--- src/rtl/cpu_types_pkg.sv ---
// cpu_types_pkg: shared word, RAM handshake and memory-controller state types
// Exports word_t, ramstate_t (FREE/BUSY/ACCESS/ERROR), mcstate_t (IDLE/DGRANT/IGRANT/DLOCK).
package cpu_types_pkg;
  typedef logic [31:0] word_t;
  typedef enum logic [1:0] {FREE = 2'd0, BUSY = 2'd1, ACCESS = 2'd2, ERROR = 2'd3} ramstate_t;
  typedef enum logic [1:0] {IDLE = 2'd0, DGRANT = 2'd1, IGRANT = 2'd2, DLOCK = 2'd3} mcstate_t;
endpackage

--- src/rtl/cache_mem_responder_timer.sv ---
// access_timer: saturating cycle counter with clear, enable and terminal-count flag
// Ports: CLK, nRST (async, active-low); clr_i zeroes the count, en_i advances it;
// tc_o is high while the count sits at MAX-1, i.e. during the MAX-th enabled cycle.
module access_timer #(
  parameter int MAX = 4
) (
  input  logic CLK,
  input  logic nRST,
  input  logic clr_i,
  input  logic en_i,
  output logic tc_o
);
  localparam int W = $clog2(MAX + 1);
  logic [W-1:0] cnt_q, cnt_d;
  assign tc_o  = cnt_q == W'(MAX - 1);
  assign cnt_d = clr_i ? '0 : (en_i && !tc_o) ? cnt_q + W'(1) : cnt_q;
  always_ff @(posedge CLK, negedge nRST)
    if (!nRST) cnt_q <= '0;
    else       cnt_q <= cnt_d;
endmodule

--- src/rtl/cache_mem_responder.sv ---
// cache_mem_responder: arbitrates icache/dcache word requests onto one RAM port
// Ports: CLK, nRST (async, active-low); icache iREN/iaddr -> iwait/iload;
// dcache dREN/dWEN/daddr/dstore -> dwait/dload; RAM ramREN/ramWEN/ramaddr/ramstore
// driven only while granted, ramload/ramstate returned; mem_err sticky error flag.
module cache_mem_responder
  import cpu_types_pkg::*;
#(
  parameter int    LOCK_MAX = 4,
  parameter int    TIMEOUT  = 64,
  parameter word_t ERR_WORD = 32'hBAD1BAD1
) (
  input  logic        CLK,
  input  logic        nRST,
  input  logic        iREN,
  input  logic [31:0] iaddr,
  output logic        iwait,
  output logic [31:0] iload,
  input  logic        dREN,
  input  logic        dWEN,
  input  logic [31:0] daddr,
  input  logic [31:0] dstore,
  output logic        dwait,
  output logic [31:0] dload,
  output logic        ramREN,
  output logic        ramWEN,
  output logic [31:0] ramaddr,
  output logic [31:0] ramstore,
  input  logic [31:0] ramload,
  input  logic [1:0]  ramstate,
  output logic        mem_err
);
  mcstate_t state_q, state_d;
  logic mem_err_q;
  logic dreq, dg, ig, req, acc, done, fail, lock_tc, tmo_tc;
  word_t rdata;
  assign dreq  = dREN | dWEN;
  assign dg    = state_q == DGRANT;
  assign ig    = state_q == IGRANT;
  assign req   = dg ? dreq : ig & iREN;
  assign acc   = ramstate == ACCESS;
  // A withdrawn request never completes; timeout is treated exactly like ERROR.
  assign done  = req & (acc | ramstate == ERROR | tmo_tc);
  assign fail  = done & ~acc;
  assign rdata = acc ? ramload : ERR_WORD;
  always_comb begin
    state_d = state_q;
    case (state_q)
      IDLE:    state_d = dreq ? DGRANT : iREN ? IGRANT : IDLE;
      DGRANT:  state_d = (!dreq || fail) ? IDLE : acc ? (daddr[2] ? IDLE : DLOCK) : DGRANT;
      IGRANT:  state_d = (!iREN || done) ? IDLE : IGRANT;
      default: state_d = dreq ? DGRANT : lock_tc ? IDLE : DLOCK;
    endcase
  end
  // Timer restarts on every state change so each grant gets a fresh budget.
  access_timer #(.MAX(TIMEOUT)) u_tmo (
    .CLK(CLK), .nRST(nRST), .clr_i(state_d != state_q), .en_i(dg | ig), .tc_o(tmo_tc)
  );
  access_timer #(.MAX(LOCK_MAX)) u_lock (
    .CLK(CLK), .nRST(nRST), .clr_i(state_q != DLOCK), .en_i(state_q == DLOCK && !dreq), .tc_o(lock_tc)
  );
  always_ff @(posedge CLK, negedge nRST)
    if (!nRST) begin
      state_q   <= IDLE;
      mem_err_q <= 1'b0;
    end else begin
      state_q   <= state_d;
      mem_err_q <= mem_err_q | fail;
    end
  // Simultaneous dREN/dWEN is illegal; the write wins.
  assign ramWEN   = dg & dWEN;
  assign ramREN   = dg ? dREN & ~dWEN : ig & iREN;
  assign ramaddr  = dg ? daddr : ig ? iaddr : '0;
  assign ramstore = dg ? dstore : '0;
  assign dwait    = ~(dg & done);
  assign iwait    = ~(ig & done);
  assign dload    = (dg & done) ? rdata : '0;
  assign iload    = (ig & done) ? rdata : '0;
  assign mem_err  = mem_err_q;
endmodule

--- config.mk ---
export PLATFORM = sky130hd
export DESIGN_NAME = cache_mem_responder
export DESIGN_NICKNAME = d
export VERILOG_FILES = /design/src/rtl/cpu_types_pkg.sv /design/src/rtl/cache_mem_responder_timer.sv /design/src/rtl/cache_mem_responder.sv
export SDC_FILE = /design/constraint.sdc
export NUM_CORES = 1
export LEC_CHECK = 0
export ABC_AREA = 1
export CORE_AREA = 2 2 105 107
export DETAILED_ROUTE_END_ITERATION = 10
export DIE_AREA = 0 0 107 109
export GPL_ROUTABILITY_DRIVEN = 0
export PLACE_DENSITY = 0.64
export RECOVER_POWER = 25
export SYNTH_ARGS = -nofsm -noshare
export SYNTH_HDL_FRONTEND = slang
export SYNTH_SLANG_ARGS = --single-unit
--- constraint.sdc ---
create_clock -name CLK -period 4.82 [get_ports CLK]
set_input_delay 0.964 -clock CLK [delete_from_list [all_inputs] [get_ports CLK]]
set_output_delay 0.964 -clock CLK [all_outputs]
set_load 0.005 [all_outputs]
==> flow_summary_export.csv <==
group,metric,value,unit
timing,worst_slew_pin_slew,961,ps
floorplanning,die_y,109,µm
yosys,synth_area_leader_cell,"sky130_fd_sc_hd__nand2_1",
timing,final.setup_skew,1.47,ps
clock_tree,clockBufferDepth,2,
clock_tree,ctsRootBufferMaster,"sky130_fd_sc_hd__clkbuf_8",
final_layout,synthToLayoutAreaGrowth,139,%
routing,dr.first_iter.drc_count,199,
yosys,synthesis.area_per_instance,5.13,µm²
yosys,synth_cells,392,
yosys,async_reset_ff_share,100,%
clock_tree,number_of_gates_given_a_new_drive_strength_after_cts,0,
timing,setup_viol,0,
yosys,synth.yosys.seq_area_share,16.2,%
worst_hold_path,worst_hold_path_type,"reg -> reg",
routing,detailedRoute.firstPassIterationCount,4,
timing,worst_case_hold_slack,482,ps
pwr,ir_worst_vdd,0.242,mV
floorplanning,placeableCoreArea,10600,µm²
yosys,synth.distinct_cells,22,
clock_tree,insertion_delay,250,ps
setup_path,path_common_cell,"sky130_fd_sc_hd__nand2_1",
clock_tree,cts_setup_buffers,0,
timing,period_share,88.8,%
global_routing,grt_first_pass_wirelength,15200,µm
timing,final.min_clock_period,4280,ps
final_layout,final_util,45.4,%
setup_path,cp.required,3860,ps
setup_path,kind_of_capture_point_of_the_worst_setup_path,"output port",
floorplanning,placement_rows,38,
clock_tree,total_clock_buffers_created_by_cts,3,
final_layout,post_route_cells_drive_above_1_share,1.88,%
global_routing,number_of_antenna_violations_at_the_first_check_in_global_routing,0,
yosys,yosysMostFrequentCell,"sky130_fd_sc_hd__nand2_1",
floorplanning,starting_density_of_the_core,19.0,%
setup_path,cp_data_arrival_time,3320,ps
yosys,syn_nets,534,
global_routing,grt_overflow_total,0,
setup_path,crit_buf_inv,4,
yosys,synth-seq-cells,13,
floorplanning,ios,268,
timing,maxClockFrequency,234,MHz
timing,max_slew_margin,35.8,%
yosys,synth-edff-count,0,
setup_path,slowest_stage,"sky130_fd_sc_hd__dlygate4sd3_1",
routing,routed_wire_length_per_instance,13.3,µm
yosys,ys_top_cells_by_count,"sky130_fd_sc_hd__nand2_1, sky130_fd_sc_hd__inv_1, sky130_fd_sc_hd__nand3_1, sky130_fd_sc_hd__a21oi_1, sky130_fd_sc_hd__nor3_1",
clock_tree,cts-hold-fix-buffers,0,
setup_path,path_delay_family,"buffers and inverters",
routing,vias,3288,
timing,grt_setup_unrepaired,"no",
yosys,netlist.area_leader.share,23.3,%
global_routing,grt_max_degree,68,
clock_tree,cts_htree_levels,1,
final_layout,final_net_count,782,
setup_path,crit_type,"in -> out",
yosys,post_synth_instance_area,2010,µm²
yosys,ys_warn_count,0,
yosys,synth-main-ff-cell,"sky130_fd_sc_hd__dfrtp_1",
pwr,power.leakage,0.00238,µW
routing,wl,10400,µm
global_routing,number_of_global_route_vias_before_repair,3039,
timing,timing.final.ws_setup,539,ps
timing,maxSlewViolCount,0,
setup_path,worst_path_cell_trace,"dlygate4sd3_1 -> inv_1 -> nand2_1 -> nand2_1 -> nand2_1 -> nand2_1 -> inv_2 -> nand2_2 -> a21oi_1 -> clkdlybuf4s50_1",
clock_tree,clk_pin_slew_worst_paths,60,ps
clock_tree,cts_tree,"built",
clock_tree,clock_sink_total,13,
timing,finalHoldViolations,0,
routing,ant_nets_after_route,0,
yosys,top_cells_by_area_synth,"sky130_fd_sc_hd__nand2_1, sky130_fd_sc_hd__dfrtp_1, sky130_fd_sc_hd__inv_1",
timing,final.setup.tns,0,ps
place,io_buffer_count,267,
floorplanning,die_width,107,µm
setup_path,crit_fanout,33,
place,detailed_place.area,4770,µm²
routing,post-route-drc-count,0,
routing,via_per_inst,4.22,
place,place_worst_setup_slack,613,ps
run,drv.max_cap_violation_count,0,
final_layout,num_antenna_cells,0,
final_layout,fin_area,4810,µm²
pwr,power_density,295,nW/µm²
run_status,status,"finished, final reports clean",
final_layout,fillerInstances,1084,
place,half_perimeter_wire_length_of_the_detailed_placement_result,8530,µm
setup_path,critPathMaxStageDelay,570,ps
floorplanning,die_area,11700,µm²
setup_path,timing.critical_path.from_type,"primary input",
global_routing,grt_usage,16.2,%
[cell families (layout without fill, tap and decap cells)]
group | after synthesis | after routing | synth area share [%]
buf+inv | 110 | 357 | 21.0
simple gates | 213 | 213 | 44.7
fa+ha+maj | 7 | 7 | 4.36
compound gates | 44 | 44 | 11.5
mux | 1 | 1 | 0.560
xor+xnor | 4 | 4 | 1.74
flops | 13 | 13 | 16.2
[layout by cell type (no fill, tap or decap)]
master,n
sky130_fd_sc_hd__inv_1,81
sky130_fd_sc_hd__nor2_1,14
sky130_fd_sc_hd__mux2_2,1
sky130_fd_sc_hd__clkbuf_1,1
sky130_fd_sc_hd__clkdlybuf4s50_1,253
sky130_fd_sc_hd__o41ai_1,1
sky130_fd_sc_hd__buf_4,3
sky130_fd_sc_hd__nand2_1,126
sky130_fd_sc_hd__a21oi_1,38
sky130_fd_sc_hd__nand2_2,3
sky130_fd_sc_hd__a21o_1,1
sky130_fd_sc_hd__o22ai_1,1
sky130_fd_sc_hd__ha_1,7
sky130_fd_sc_hd__inv_2,2
sky130_fd_sc_hd__xnor2_1,1
sky130_fd_sc_hd__dfrtp_1,13
sky130_fd_sc_hd__o21ai_0,2
sky130_fd_sc_hd__nor3_1,29
sky130_fd_sc_hd__dlygate4sd3_1,14
sky130_fd_sc_hd__xor2_1,3
sky130_fd_sc_hd__o31ai_1,1
sky130_fd_sc_hd__clkbuf_8,3
sky130_fd_sc_hd__or2_1,1
sky130_fd_sc_hd__nand3_1,40
[registers in the layout, indices dropped and copies added (netlist names)]
register	flops
state_q	2
u_tmo.cnt_q	7
u_lock.cnt_q	3
mem_err	1
[path summary, 6_finish.rpt]
path	from	end	slack [ps]	cells after the start
worst max-delay path	dWEN	iload[20]	540	10
worst min register to register	mem_err$_DFF_PN0_	mem_err$_DFF_PN0_	480	2
max in group asynchronous	nRST	u_lock.cnt_q[0]$_DFFE_PN0P_	3250	1
worst max register to register	state_q[1]$_DFF_PN0_	u_tmo.cnt_q[3]$_DFFE_PN0P_	2390	13
min in group asynchronous	nRST	u_tmo.cnt_q[0]$_DFFE_PN0P_	1170	1
worst min-delay path	mem_err$_DFF_PN0_	mem_err$_DFF_PN0_	480	2
[worst register-to-register path, stage by stage (launching register included)]
cell                      delay [ps]
sky130_fd_sc_hd__dfrtp_1         410
sky130_fd_sc_hd__inv_1           120
sky130_fd_sc_hd__ha_1            190
sky130_fd_sc_hd__buf_4           540
sky130_fd_sc_hd__nand2_1         200
sky130_fd_sc_hd__nand2_1         120
sky130_fd_sc_hd__nand3_1         110
sky130_fd_sc_hd__nand2_1         120
sky130_fd_sc_hd__nand2_1          70
sky130_fd_sc_hd__nand2_1          80
sky130_fd_sc_hd__nand2_1          50
sky130_fd_sc_hd__nand2_1          50
sky130_fd_sc_hd__nand2_1         170
sky130_fd_sc_hd__nor2_1          150
[metrics by stage]
stage	power (µW)	cells
floorplan	639	392
global placement	1340	775
detailed placement	1350	775
CTS	1460	779
global route	1550	779
finish	1420	779
[per-layer routing]
metal	wire length, µm	vias up	track usage, %
met3	1080	4	4.90
met4	23	0	1.11
met5	0	-	0
li1	-	1685	-
met1	3950	1417	18.7
met2	5330	182	30.8
[cell type report]
| type | count | area [µm²] | share of cell area (%) |
|---|---|---|---|
| timing repair buffer | 270 | 2700 | 56.0 |
| multi-input combinational | 269 | 1260 | 26.2 |
| sequential | 13 | 325 | 6.76 |
| inverter | 83 | 312 | 6.47 |
| tap | 140 | 175 | 3.64 |
| clock buffer | 4 | 45.0 | 0.936 |
[where the power goes]
part	total (µW)	leakage (µW)	switching (µW)	internal [µW]
sequential	136	0.000173	12.8	123
combinational	1190	0.00218	571	614
clock	98.9	0.0000228	40.4	58.5
(Power assumes the default switching activity.)
